## config.mk

```make
export PLATFORM = sky130hd
export DESIGN_NAME = accumw_term_count
export DESIGN_NICKNAME = d
export VERILOG_FILES = /design/src/rtl/accumw_term_count_pkg.sv /design/src/rtl/accumw_term_counter.sv /design/src/rtl/accumw_term_count.sv
export SDC_FILE = /design/constraint.sdc
export NUM_CORES = 1
export LEC_CHECK = 0
export ABC_AREA = 1
export CORE_MARGIN = 4
export CORE_UTILIZATION = 30
export DETAILED_ROUTE_END_ITERATION = 16
export PLACE_DENSITY_LB_ADDON = 0.12
export SLEW_MARGIN = 20
export SYNTH_ARGS = -nofsm -noshare
export SYNTH_HDL_FRONTEND = slang
export SYNTH_SLANG_ARGS = --single-unit
export TNS_END_PERCENT = 50
```

## constraint.sdc

```tcl
create_clock -name clk -period 1.7 [get_ports clk]
set_input_delay 0.34 -clock clk [delete_from_list [all_inputs] [get_ports clk]]
set_output_delay 0.34 -clock clk [all_outputs]
set_load 0.03 [all_outputs]
```

## src/rtl/accumw_term_count_pkg.sv

```systemverilog
// accumw_term_count_pkg
//   Shared definitions for the term-counting accumulator:
//   - satmode_e : encodings of the satmode parameter (wrap / clamp)
//   - cnt_width : width of the term counter for a given numterms
package accumw_term_count_pkg;

  typedef enum int unsigned {
    SAT_WRAP  = 0,  // sum wraps modulo 2^outwidth
    SAT_CLAMP = 1   // sum sticks at all-ones once any carry was seen
  } satmode_e;

  // clog2(numterms), but never narrower than one bit so numterms=1 still
  // has a legal (constant zero) counter register.
  function automatic int unsigned cnt_width(input int unsigned n);
    if (n <= 1) begin
      return 1;
    end
    return $clog2(n);
  endfunction

endpackage

```

## src/rtl/accumw_term_counter.sv

```systemverilog
// accumw_term_counter
//   Term counter for accumw_term_count. Tracks how many terms of the current
//   group have been accepted and flags the term that completes the group.
//   Ports:
//     clk_i       clock, all state on rising edge
//     rst_ni      asynchronous active-low reset
//     flush_i     synchronous clear (works regardless of enable_i)
//     enable_i    pipeline advance; count holds when 0
//     pred_i      term valid
//     last_i      forces completion of the current group (qualified by pred_i)
//     cnt_o       current count, 0..numterms-1
//     accept_o    this cycle accepts a term (enable & pred & !flush)
//     complete_o  the accepted term completes the group
module accumw_term_counter
  import accumw_term_count_pkg::*;
#(
  parameter int unsigned numterms = 4
) (
  input  logic                           clk_i,
  input  logic                           rst_ni,
  input  logic                           flush_i,
  input  logic                           enable_i,
  input  logic                           pred_i,
  input  logic                           last_i,
  output logic [cnt_width(numterms)-1:0] cnt_o,
  output logic                           accept_o,
  output logic                           complete_o
);

  localparam int unsigned CW = cnt_width(numterms);

  logic [CW-1:0] cnt_q, cnt_d;
  logic          terminal;

  assign accept_o   = enable_i & pred_i & ~flush_i;
  assign terminal   = (cnt_q == CW'(numterms - 1));
  // last on the terminal term is still a single completion.
  assign complete_o = accept_o & (terminal | last_i);
  assign cnt_o      = cnt_q;

  always_comb begin
    cnt_d = cnt_q;
    if (flush_i) begin
      cnt_d = '0;
    end else if (accept_o) begin
      cnt_d = complete_o ? '0 : cnt_q + CW'(1);
    end
  end

  always_ff @(posedge clk_i or negedge rst_ni) begin
    if (!rst_ni) begin
      cnt_q <= '0;
    end else begin
      cnt_q <= cnt_d;
    end
  end

endmodule

```

## src/rtl/accumw_term_count.sv

```systemverilog
// accumw_term_count
//   Accumulates numterms unsigned products from an upstream multiplier and
//   presents each completed group sum on a registered output, with an
//   overflow flag for the group. A group ends early on an accepted term with
//   last=1. satmode selects wrap-around or clamp-to-all-ones arithmetic.
//   Ports:
//     clk        clock, all state on rising edge
//     reset      asynchronous active-low reset
//     flush      synchronous clear of in-flight accumulation and o0_enable
//     enable     pipeline advance; all state holds when 0
//     pred       i0 valid
//     last       qualifies pred; completes the current group
//     i0         unsigned product, inwidth bits
//     o0_enable  registered result valid
//     o0         registered completed sum, outwidth bits
//     o0_ovf     overflow seen within the group reported on o0
module accumw_term_count
  import accumw_term_count_pkg::*;
#(
  parameter int unsigned inwidth  = 8,
  parameter int unsigned outwidth = 16,
  parameter int unsigned numterms = 4,
  parameter int unsigned satmode  = 0
) (
  input  logic                clk,
  input  logic                reset,
  input  logic                flush,
  input  logic                enable,
  input  logic                pred,
  input  logic                last,
  input  logic [inwidth-1:0]  i0,
  output logic                o0_enable,
  output logic [outwidth-1:0] o0,
  output logic                o0_ovf
);

  localparam int unsigned CW    = cnt_width(numterms);
  localparam bit          CLAMP = (satmode == SAT_CLAMP);

  logic [outwidth-1:0] acc_q, acc_d;
  logic                ovf_acc_q, ovf_acc_d;
  logic [outwidth-1:0] o0_q, o0_d;
  logic                o0_ovf_q, o0_ovf_d;
  logic                o0_en_q, o0_en_d;

  logic [CW-1:0]       cnt;
  logic                accept;
  logic                complete;

  logic [outwidth-1:0] i0_ext;
  logic [outwidth:0]   full_sum;
  logic                carry;
  logic [outwidth-1:0] sum;

  accumw_term_counter #(
    .numterms (numterms)
  ) u_counter (
    .clk_i      (clk),
    .rst_ni     (reset),
    .flush_i    (flush),
    .enable_i   (enable),
    .pred_i     (pred),
    .last_i     (last),
    .cnt_o      (cnt),
    .accept_o   (accept),
    .complete_o (complete)
  );

  // The count value itself is only needed inside the counter.
  logic cnt_unused;
  assign cnt_unused = ^cnt;

  always_comb begin
    i0_ext              = '0;
    i0_ext[inwidth-1:0] = i0;
  end

  assign full_sum = {1'b0, acc_q} + {1'b0, i0_ext};
  assign carry    = full_sum[outwidth];

  // In clamp mode a group that has overflowed once stays at all-ones.
  assign sum = (CLAMP && (carry || ovf_acc_q)) ? '1 : full_sum[outwidth-1:0];

  always_comb begin
    acc_d     = acc_q;
    ovf_acc_d = ovf_acc_q;
    o0_d      = o0_q;
    o0_ovf_d  = o0_ovf_q;
    o0_en_d   = o0_en_q;
    if (flush) begin
      acc_d     = '0;
      ovf_acc_d = 1'b0;
      o0_en_d   = 1'b0;
    end else if (enable) begin
      o0_en_d = complete;
      if (complete) begin
        o0_d      = sum;
        o0_ovf_d  = ovf_acc_q | carry;
        acc_d     = '0;
        ovf_acc_d = 1'b0;
      end else if (accept) begin
        acc_d     = sum;
        ovf_acc_d = ovf_acc_q | carry;
      end
    end
  end

  always_ff @(posedge clk or negedge reset) begin
    if (!reset) begin
      acc_q     <= '0;
      ovf_acc_q <= 1'b0;
      o0_q      <= '0;
      o0_ovf_q  <= 1'b0;
      o0_en_q   <= 1'b0;
    end else begin
      acc_q     <= acc_d;
      ovf_acc_q <= ovf_acc_d;
      o0_q      <= o0_d;
      o0_ovf_q  <= o0_ovf_d;
      o0_en_q   <= o0_en_d;
    end
  end

  assign o0_enable = o0_en_q;
  assign o0        = o0_q;
  assign o0_ovf    = o0_ovf_q;

endmodule

```

; ---- Yosys cells after proc, flatten, opt, wreduce, memory -nomap -nowiden
; Index checks and enable logic that the tools add are counted.
[totals]
in_bits = 14
regBits = 37
output_inout_bits = 18
elab_cells = 33
[classes]
n_reduce_logical = 5
eq_ne = 1
mux = 13
bitwise_logic = 6
n_addsub = 2
[op_table]
columns = cell, count
row1 = $mux 16, 4
row2 = $add 16x8->17, 1
row3 = $mux 1, 6
row4 = $mux 2, 3
row5 = $reduce_bool 2->1, 2
row6 = $and 1x1->1, 3
row7 = $reduce_and 3->1, 1
row8 = $reduce_bool 3->1, 1
row9 = $add 2x1->2 const B, 1
row10 = $eq 2x2->1 const B, 1
row11 = $or 1x1->1, 2
row12 = $reduce_and 2->1, 1
row13 = $not 1->1, 1

; ---- Logic depth before layout (Yosys ltp)
; Gate-level depths: netlist of the first run.
[depth]
depth_word = 6
ltp_mapped = 12

; ---- Modules after synthesis
; A second synthesis of the first run with hierarchy kept.
[unflattened]
hier_cells = 299
area_unflattened_um2 = 2213.4
[modules_own_cells]
columns = mod, instances, cells_per_inst, seq_area_each_um2, area_each_um2
row1 = accumw_term_count, 1, 280, 875.8, 2084.5
row2 = accumw_term_counter, 1, 19, 50.0, 128.9

; ---- Worst setup path before layout of the first run
; No wires, ideal clock.
[synth_path]
kind = register to register
startpoint = reg acc_q[0]
endpoint = reg o0_ovf_q, in the netlist o0_ovf
n_path_buf = 0
required_ns = 1.583
stages_incl_launch_ff = 12
path_slack_ns = 0.021
t_arrival_ns = 1.562
setup_time_ns = 0.117
synth_period_minus_slack_ns = 1.679
cell_sequence = dfrtp_1 -> ha_1 -> fa_1 -> nand2_1 -> nand2_1 -> and2_1 -> nand2_1 -> nand2_2 -> nand2_1 -> nand2_1 -> nand2_1 -> nand2_1
[synth_between]
elab_chain_len = 2
[synth_lines]
columns = item, line
row1 = from (decl), accumw_term_count.sv:40  ; logic [outwidth-1:0] acc_q, acc_d;
row2 = from (signal assigned), accumw_term_count.sv:110  ; acc_q <= '0;
row3 = from (signal assigned), accumw_term_count.sv:116  ; acc_q <= acc_d;
row4 = $add 16x8->17, accumw_term_count.sv:78  ; assign full_sum = {1'b0, acc_q} + {1'b0, i0_ext};
row5 = $or 1x1->1, accumw_term_count.sv:98  ; o0_ovf_d = ovf_acc_q | carry;
row6 = to (signal assigned), accumw_term_count.sv:119  ; o0_ovf_q <= o0_ovf_d;
row7 = to (decl), accumw_term_count.sv:43  ; logic o0_ovf_q, o0_ovf_d;
; Every way passes these cells.
; A chain may end at the register's enable or synchronous reset.

; ---- Final worst setup path of the first run
[layout_path]
startpoint = reg acc_q[0]
endpoint = reg o0_q[4], in the netlist o0[4]
[layout_between]
elab_chain_len = 1
[layout_lines]
columns = item, line
row1 = $add 16x8->17, accumw_term_count.sv:78
row2 = to (signal assigned), accumw_term_count.sv:112  ; o0_q <= '0;
row3 = to (signal assigned), accumw_term_count.sv:118  ; o0_q <= o0_d;
row4 = to (decl), accumw_term_count.sv:42  ; logic [outwidth-1:0] o0_q, o0_d;
; Every way passes these cells.

==> key figures, run 1 <==
Timing
  • Relative slew margins: 0.7003
  • Min cycle time layout: between 1.5 and 2 ns
  • Worst hold slack: between 0.4 and 0.5 ns
  • PnR worst setup slack: ~0.029 ns
  • Max Slew Vio Count: 0
  • Worst Skew: between 0.006 and 0.007 ns
  • Fin Setup TNS: 0 ns
  • Period utilization: 0.9828
  • Unrepaired setup endpoints after global routing: true
  • Highest clock rate: roughly 0.6 GHz
  • Final setup viols: 0
  • Least-Margin Pin Slew: 0.4488 ns
  • Final Hold Fails: 0

Synthesis
  • Synth Warn #: 0
  • Yosys cell types: 28
  • Async SR Flop Fraction: 1.000
  • Seq cells post-synth: 37
  • Syn Area/Cell: around 7.7 um2
  • Post-synth EDFFs: 0
  • Post-synth top flop: dfrtp_1
  • Mapped cell area: ~2100 um2
  • Synthesized instance count: about 280
  • Syn nets: roughly 300
  • Sequential area share after synthesis: 0.4322

Global route
  • GRT overflow: 0
  • Largest net degree at the start of global routing: 23
  • Antenna violations before repair: 0
  • First-pass GRT wire length: between 9000 and 10000 um
  • Gr usage total: 0.1345
  • Number of global-route vias before repair: around 2000

Critical path
  • CP Launch Type: flop
  • Crit-path max FO: 3
  • Crit Path Category: reg2reg
  • Nature of the critical path endpoint: flop
  • Worst Path Arrival: 1.88 ns
  • CP Data Required Time: between 1.5 and 2 ns

Clocking
  • CTS H-tree lvls: 2
  • CTS tree: yes
  • Clk sink count: 37
  • CTS root buf: clkbuf_8
  • Inserted Clock Buffers: 5
  • Reg clk slew, reported paths: 0.07 ns
  • Clock buffer depth: 2
  • Clock latency on the worst-skew pair: just under 0.3 ns

Placed design
  • Port buffer count: 31
  • Instance area at placement: between 2000 and 3000 um2
  • GP Congestion: slightly above 0.8
  • Hpwl dp: between 3000 and 4000 um
  • Pre-CTS setup slack: -0.5144 ns

Layout
  • Commonest cells after routing, fill and taps aside: nand2_1, dfrtp_1, inv_1, nand3_1, nand2_2
  • Area delta synth->final: 40.65%
  • Multi-input logic area: ~1300 um2
  • Layout cells sized above 1: 0.2462
  • Most common cell after layout, fill and taps aside: nand2_1
  • Nets: around 360
  • Flip-flop and latch area: slightly above 900 um2
  • Fin area: ~3000 um2
  • Fillers: ~720
  • Antenna fix cells: 0

Power
  • Sw Pwr: roughly 0.6 mW
  • Cell Pwr Density: about 680 nW/um2
  • Switching part of the total: 0.2965
  • Peak VDD IR: 0.0003081 V
  • Flop pwr share: 0.471
  • P_leak: approximately 1.6 nW
  • Internal power: roughly 1.4 mW
  • Clock power share: 0.286
  • Gate power share: 0.242

Floorplanning
  • Rows: 30
  • Die X: 92.50 um
  • Chip Height: 92.50 um
  • DIE AREA: 8556 um2
  • Initial core utilization: 0.3118
  • IO Pins: 32
  • Core area: between 6000 and 7000 um2

Route
  • Initial DRC Count: 75
  • Antenna Nets Post-Route: 0
  • # DRC: 0
  • DR pass1 iterations: 4
  • DR vias: roughly 1900
  • Number of vias per cell: between 4 and 5
  • Wire length per cell: between 10 and 15 um
  • Post-Route WL: approximately 5400 um

Status
  • Outcome: finished, final reports clean

Job
  • Maxcap violations: 0

Hold path
  • HP Class: reg2reg
==> power by group through the flow <==
stage          logic [mW]  registers [mW]  clock network [mW]
2_1_floorplan       0.145            1.07                   0
6_report            0.497           0.967               0.587
4_1_cts             0.482           0.967               0.616
5_1_grt             0.542           0.975               0.656
3_5_place_dp        0.455           0.982                   0
3_3_place_gp        0.454           0.982                   0
==> worst max-delay path: stages (launching register included) <==
cell,delay [ns]
dfrtp_1,0.41
ha_4,0.18
fa_2,0.34
nand2_2,0.07
nand2_2,0.06
and2_4,0.16
xnor2_2,0.13
buf_4,0.15
o21ai_2,0.10
==> area by class of cell <==
class,instances,area share
Sequential cell,37,0.3073
Inverter,29,0.03613
Timing Repair Buffer,51,0.1682
Tap cell,96,0.03987
Clock buffer,8,0.02658
Multi-Input combinational cell,208,0.4219
==> repair_timing <==
action                                  4_1_cts  5_1_grt
hold buffers                                  1        0
pin swaps                                    12       18
cloned                                        0        0
endpoints found under the setup margin       23       32
resized for setup                            23       35
endpoints found under the hold margin        13        0
buffers inserted                              1        3
==> flip-flops by register name, summed over array words and instances (netlist names) <==
name             flops
o0_ovf               1
ovf_acc_q            1
acc_q               16
u_counter.cnt_o      2
o0                  16
o0_enable            1
==> final timing paths <==
| check | slack [ns] | cells after the start | endpoint | startpoint |
|---|---|---|---|---|
| min in group asynchronous | 0.50 | 2 | o0[3] | reset |
| max in group asynchronous | 0.75 | 3 | acc_q[12] | reset |
| max reg2reg | 0.03 | 8 | o0[4] | acc_q[0] |
| min reg2reg | 0.47 | 2 | o0[2] | o0[2] |
| max | 0.03 | 8 | o0[4] | acc_q[0] |
| min | 0.47 | 2 | o0[2] | o0[2] |
==> kinds of logic (layout without fill, tap and decap cells) <==
group | Yosys count | in the layout | share of synthesized area
and+or+nand+nor | 174 | 174 | 0.3581
adders and majority gates | 10 | 10 | 0.06192
xor gates and xnor gates | 5 | 5 | 0.02044
AOI/OAI and AO/OA | 19 | 19 | 0.05491
buffers and inverters | 34 | 88 | 0.07243
DFF | 37 | 37 | 0.4322
==> cells in the mapped netlist (3+ instances only) <==
cell type | count | area (um2)
a21oi_1 | 4 | 20.02
buf_6 | 3 | 33.78
dfrtp_1 | 37 | 925.9
ha_1 | 9 | 112.6
inv_1 | 25 | 93.84
inv_2 | 4 | 15.01
nand2_1 | 111 | 416.7
nand2_2 | 9 | 56.30
nand3_1 | 27 | 135.1
nand3b_1 | 4 | 30.03
nor2_1 | 13 | 48.80
o21ai_0 | 5 | 25.02
o21ai_1 | 4 | 20.02
xor2_1 | 4 | 35.03
==> layer usage <==
layer	up-vias	global-route usage	part of all wire
met4	0	0.03713	0.016
met5	-	0	0
met3	7	0.03249	0.040
met2	36	0.2145	0.44
li1	991	-	-
met1	900	0.1812	0.50
==> per-stage QoR <==
stage	total power, mW	cells	util
floorplan	1.217	279	-
global placement	1.436	416	0.3871
detailed placement	1.437	416	0.3871
CTS	2.065	426	0.4160
global route	2.172	429	0.4386
finish	2.051	429	0.4386
(Power assumes the default switching activity.)
==> run 2: changes to the inputs <==
Settings changed: SLEW_MARGIN 20 to 5, SYNTH_HIERARCHICAL from default to 1.
==> run 2 against run 1 <==
  * Clock skew fell by 0.00057 ns
  * Synthesized area rose by 3.3%
  * Count of clock-buffer cells in the layout fell by 3
  * Sequential power rose by 20%
==> key figures, run 2 <==
Synthesis
  • Synthesized instance count: around 300
  • Sequential area share after synthesis: 0.4183
  • Seq cells post-synth: 37
  • Mapped cell area: ~2200 um2
  • Syn nets: about 320
  • Yosys top cell by area: dfrtp_1
  • Most common cell in the netlist: nand2_1
  • Async SR Flop Fraction: 1.000
  • Commonest cells post-synth: nand2_1, dfrtp_1, inv_1, nand3_1, nor2_1
  • Syn Area/Cell: 7.403 um2
  • Top-area cell type share of the netlist area: 0.4183
  • Synth top area cells: dfrtp_1, nand2_1, nand3_1
  • Post-synth EDFFs: 0
  • Synth Warn #: 6
  • Post-synth top flop: dfrtp_1
  • Yosys cell types: 30

Route
  • Antenna Nets Post-Route: 0
  • DR vias: around 2100
  • DR pass1 iterations: 4
  • Number of vias per cell: 4.493
  • Post-Route WL: approximately 5700 um
  • # DRC: 0
  • Initial DRC Count: 92
  • Wire length per cell: about 13 um

Timing
  • Unrepaired setup endpoints after global routing: true
  • Worst Skew: roughly 0.0055 ns
  • Relative slew margins: 0.6803
  • Least-Margin Pin Slew: approximately 0.48 ns
  • PnR worst setup slack: between 0.004 and 0.005 ns
  • Min cycle time layout: 1.696 ns
  • Period utilization: 0.9974
  • Highest clock rate: around 0.6 GHz
  • Final Hold Fails: 0
  • Final setup viols: 0
  • Fin Setup TNS: 0 ns
  • Max Slew Vio Count: 0

Layout
  • Layout cells sized above 1: 0.2535
  • Nets: roughly 380
  • Commonest cells after routing, fill and taps aside: nand2_1, dfrtp_1, inv_1, clkdlybuf4s50_1, nand3_1
  • Fin area: between 3000 and 4000 um2
  • Most common cell after layout, fill and taps aside: nand2_1
  • Area delta synth->final: 42.51%
  • Antenna fix cells: 0

Floorplanning
  • Rows: 31
  • Core area: 7214 um2
  • Die X: roughly 94 um
  • Initial core utilization: 0.3068
  • Chip Height: 93.90 um
  • IO Pins: 32
  • DIE AREA: 8816 um2

Clocking
  • Inserted Clock Buffers: 5
  • Clock buffer depth: 2
  • CTS root buf: clkbuf_8
  • CTS H-tree lvls: 2
  • Clock latency on the worst-skew pair: about 0.30 ns
  • CTS tree: yes
  • Clk sink count: 37
  • Reg clk slew, reported paths: 0.08 ns

Global route
  • Largest net degree at the start of global routing: 24
  • Number of global-route vias before repair: 1983
  • First-pass GRT wire length: between 9000 and 10000 um
  • Gr usage total: 0.1362
  • Antenna violations before repair: 0
  • GRT overflow: 0

Hold path
  • HP Class: in2reg

Critical path
  • Worst Path Arrival: between 1.5 and 2 ns
  • Crit-path max cell delay: roughly 0.48 ns
  • Slowest CP cell: clkdlybuf4s50_1
  • Critical path, cell by cell: clkdlybuf4s50_1 -> fa_2 -> nand2_2 -> nand2_2 -> nand3_2 -> nand2_4 -> or2_4 -> nand3_1 -> nand2_1
  • Nature of the critical path endpoint: flop
  • Most used cell, CP: nand2_2
  • CP Data Required Time: 1.89 ns
  • Crit Path Category: in2reg
  • Crit-path max FO: 4
  • CP Launch Type: input pin

Job
  • Maxcap violations: 0

Status
  • Outcome: finished, final reports clean

Power
  • Internal power: about 2.1 mW
  • P_leak: around 1.6 nW
  • Clock power share: 0.231
  • Sw Pwr: between 1 and 1.5 mW
  • Gate power share: 0.433
  • Peak VDD IR: 0.0004526 V
  • Cell Pwr Density: 1094 nW/um2
  • Switching part of the total: 0.3813
  • Flop pwr share: 0.337

Placed design
  • Pre-CTS setup slack: -0.5408 ns
  • Port buffer count: 31
  • GP Congestion: between 0.8 and 0.9
  • Hpwl dp: roughly 4000 um
  • Instance area at placement: approximately 2800 um2
-- run 2: cell types whose count changed in the layout (fill, tap and decap cells not counted), moves of 4 or more --
cell / change
dlymetal6s2s_1: -7
clkdlybuf4s50_1: +8
nand2_2: -4
nand2_1: +15
buf_6: +4
-- run 2: power groups by stage --
stage	logic (mW)	registers, mW	clock network (mW)
4_1_cts	1.37	1.16	0.828
2_1_floorplan	0.609	1.34	0
6_report	1.49	1.16	0.795
5_1_grt	1.66	1.19	0.874
3_5_place_dp	1.28	1.16	0
3_3_place_gp	1.28	1.16	0
-- run 2: cell families after synthesis --
| logic type | count (synthesis) | share of synthesized area |
|---|---|---|
| AOI/OAI and AO/OA | 19 | 0.05427 |
| xor gates and xnor gates | 5 | 0.01979 |
| adders and majority gates | 10 | 0.05992 |
| buffers and inverters | 39 | 0.07914 |
| DFF | 37 | 0.4183 |
| and+or+nand+nor | 189 | 0.3686 |
-- run 2: repair_timing --
action,in CTS,in global routing
cloned,0,2
hold buffers,1,0
hold endpoints to repair,1,0
resized for setup,19,48
endpoints found under the setup margin,28,51
pin swaps,8,17
setup buffers,1,4
-- run 2: path summary, 6_finish.rpt --
kind	from	endpoint	slack [ns]	cells after the start
setup reg to reg	acc_q[0]	acc_q[6]	0.02	9
hold reg to reg	o0[5]	o0[5]	0.48	2
setup / recovery	i0[1]	acc_q[6]	0.004	9
hold / removal	pred	u_counter/cnt_o[0]	0.46	5
min in group asynchronous	reset	o0[1]	0.53	2
max in group asynchronous	reset	o0[10]	0.70	3
-- run 2: cell type report --
type	count	area (um2)
Clock buffer	5	68.82
Clock inverter	3	46.29
Fill cell	761	4060
Inverter	34	142.6
Multi-Input combinational cell	223	1299
Sequential cell	37	925.9
Tap cell	99	123.9
Timing Repair Buffer	56	543.0
Timing Repair inverter	1	5.005
-- run 2: critical path, delay by kind of cell --
| kind | cells | cell delay [ns] |
|---|---|---|
| buffers and inverters | 1 | 0.48 |
| adder cells (fa/ha/maj) | 1 | 0.43 |
| AND/OR/NAND/NOR | 7 | 0.64 |
-- run 2: stage by stage --
step	hold slack, ns	instances	total power, mW	utilization
after floorplan	0.04441	299	1.949	-
after global placement	0.3293	442	2.443	0.3821
after detailed placement	0.3290	442	2.444	0.3821
after CTS	0.4881	452	3.354	0.4114
after global routing	0.4906	458	3.726	0.4372
final	0.4650	458	3.451	0.4372
-- run 2: metal layers --
layer,track usage,up-vias,share of wire
li1,-,1061,-
met1,0.1784,954,0.47
met2,0.2182,35,0.47
met3,0.04006,8,0.046
met4,0.03730,0,0.013
met5,0,-,0
==> run 3: changes to the inputs <==
Settings changed: ABC_AREA 1 to default, CORE_UTILIZATION 30 to 48, SYNTH_HIERARCHICAL 1 to default.
==> run 3 against run 2 <==
  * The run now ends with negative setup slack left
  * First-iteration DRC count fell by 9.8%
  * Sequential cell count did not move
  * Final cell count fell by 30%
  * Largest cell class unchanged
  * Combinational power fell by 59%
  * Hold slack got worse by 0.036 ns
==> key figures, run 3 <==
Status
  • Outcome: finished, violations left
  • Failing checks: negative setup slack

Clocking
  • Clk sink count: 37
  • CTS H-tree lvls: 2
  • Hold-fix buffers at CTS: 0
  • CTS root buf: clkbuf_8
  • Inserted Clock Buffers: 5
  • CTS tree: yes
  • Clock buffer depth: 2
  • Clock latency on the worst-skew pair: ~0.29 ns
  • Reg clk slew, reported paths: about 0.08 ns

Timing
  • PnR worst setup slack: -0.3386 ns
  • Final Hold Fails: 0
  • Relative slew margins: 0.6345
  • Fin Setup TNS: -5.490 ns
  • Highest clock rate: about 0.49 GHz
  • Worst Skew: 0.009979 ns
  • Min cycle time layout: about 2 ns
  • Least-Margin Pin Slew: 0.5458 ns
  • Period utilization: 1.199
  • Max Slew Vio Count: 0
  • Unrepaired setup endpoints after global routing: true
  • Final setup viols: 24

Global route
  • Antenna violations before repair: 0
  • GRT overflow: 0
  • Number of global-route vias before repair: 1920
  • First-pass GRT wire length: between 8000 and 9000 um
  • Largest net degree at the start of global routing: 38
  • Gr usage total: 0.2155

Critical path
  • R2r setup slk: -0.34 ns
  • Worst reg2reg path endpoint: ovf_acc_q
  • Crit Path Category: reg2reg
  • CP Data Required Time: 1.86 ns
  • Worst Path Arrival: ~2.2 ns
  • Crit-path max FO: 6
  • Nature of the critical path endpoint: flop
  • RR Startpoint: acc_q[0]
  • CP Launch Type: flop
  • Worst-case reg-to-reg path depth: 7

Power
  • Clock power share: 0.330
  • Cell Pwr Density: approximately 840 nW/um2
  • Gate power share: 0.253
  • Final Power: roughly 2.4 mW
  • P_leak: between 1 and 1.5 nW
  • Switching part of the total: 0.2868
  • Peak VDD IR: roughly 0.0009 V
  • Sw Pwr: approximately 0.69 mW
  • Flop pwr share: 0.417
  • Internal power: approximately 1.7 mW

Placed design
  • GP Congestion: roughly 0.87
  • Pre-CTS setup slack: -0.7339 ns
  • Port buffer count: 31
  • Instance area at placement: around 2600 um2
  • Hpwl dp: 3782 um

Synthesis
  • Yosys cell types: 42
  • Syn Area/Cell: 9.703 um2
  • Sequential area share after synthesis: 0.4678
  • Mapped cell area: ~2000 um2
  • Synth top area cells: dfrtp_1, nand2_1, ha_1
  • Top-area cell type share of the netlist area: 0.4678
  • Commonest cells post-synth: dfrtp_1, nand2_1, o21ai_0, a21oi_1, nor2_1
  • Synthesized instance count: slightly above 200
  • Post-synth EDFFs: 0
  • Async SR Flop Fraction: 1.000
  • Seq cells post-synth: 37
  • Syn nets: between 200 and 250
  • Post-synth top flop: dfrtp_1
  • Synth Warn #: 0
  • Yosys top cell by area: dfrtp_1

Route
  • DR vias: between 1500 and 2000
  • # DRC: 0
  • Antenna Nets Post-Route: 0
  • Wire length per cell: 16.40 um
  • Initial DRC Count: 83
  • Post-Route WL: ~5200 um
  • DR pass1 iterations: 4
  • Number of vias per cell: 5.619

Floorplanning
  • IO Pins: 32
  • Chip Height: about 72 um
  • Initial core utilization: 0.4948
  • Core area: about 4000 um2
  • DIE AREA: roughly 5200 um2
  • Rows: 23
  • Die X: 72.22 um

Layout
  • Commonest cells after routing, fill and taps aside: nand2_1, dfrtp_1, buf_4, clkdlybuf4s50_1, o21ai_1
  • Final core occ: 0.7135
  • Area delta synth->final: 44.18%
  • Nets: a little under 300
  • Fin area: between 2000 and 3000 um2
  • Antenna fix cells: 0
  • Layout cells sized above 1: 0.2407

Job
  • Maxcap violations: 0

Hold path
  • HP Class: in2async
-- run 3: cell families after synthesis --
logic type | Yosys count | share of synthesized area
AND/OR/NAND/NOR | 73 | 0.1719
AO/OA/AOI/OAI | 63 | 0.2111
flip-flops | 37 | 0.4678
XOR/XNOR | 10 | 0.04425
adder cells (fa/ha/maj) | 10 | 0.06701
buffers and inverters | 8 | 0.02149
multiplexers | 3 | 0.01643
-- run 3: routing by layer --
layer | up-vias | global-route usage | wire length, um
met5 | - | 0 | 0
met4 | 0 | 0.09186 | 89
met3 | 6 | 0.05956 | 183
met2 | 32 | 0.3670 | 2750
met1 | 889 | 0.2540 | 2224
li1 | 871 | - | -
-- run 3: metrics by stage --
stage               hold slack [ns]  std cells
finish                       0.4290        320
global route                 0.4385        320
CTS                          0.4229        320
detailed placement           0.4637        309
global placement             0.4612        309
floorplan                   0.04441        204
-- run 3: power by group through the flow --
stage / clock network [mW] / logic [mW] / registers, mW
floorplan: 0 / 0.171 / 1.14
global placement: 0 / 0.572 / 1.01
detailed placement: 0 / 0.582 / 1.01
CTS: 0.811 / 0.596 / 0.996
global route: 0.848 / 0.653 / 1.00
finish: 0.789 / 0.604 / 0.995
-- run 3: worst max-delay path, stage by stage (launching register included) --
cell	delay, ns
dfrtp_1	0.41
ha_4	0.19
fa_2	0.35
a211oi_2	0.24
o211ai_1	0.26
and2_4	0.24
nand4_1	0.14
o21ai_1	0.10
-- run 3: timing repair --
action / in CTS / in global routing
gates cloned: 0 / 0
buffers inserted: 3 / 0
pin swaps: 18 / 13
resized for setup: 13 / 21
endpoints found under the setup margin: 26 / 35
-- run 3: how the worst max path moves through the flow --
stage	startpoint	cells past startpoint	endpoint	slack [ns]
CTS	acc_q[0]	7	o0[12]	-0.35
detailed placement	i0[1]	8	o0[15]	-0.73
global route	acc_q[0]	7	ovf_acc_q	-0.39
global placement	i0[1]	8	o0[13]	-0.66
floorplan	acc_q[1]	7	acc_q[9]	-0.13
finish	acc_q[0]	7	ovf_acc_q	-0.34
-- run 3: cell type report --
class	count	area [um2]
fillers	295	1146
multi-input cells	159	1120
flip-flops and latches	37	925.9
repair buffers	64	618.1
clock buffers	6	82.58
well taps	50	62.56
clock inverters	2	37.54
inverters	2	7.507
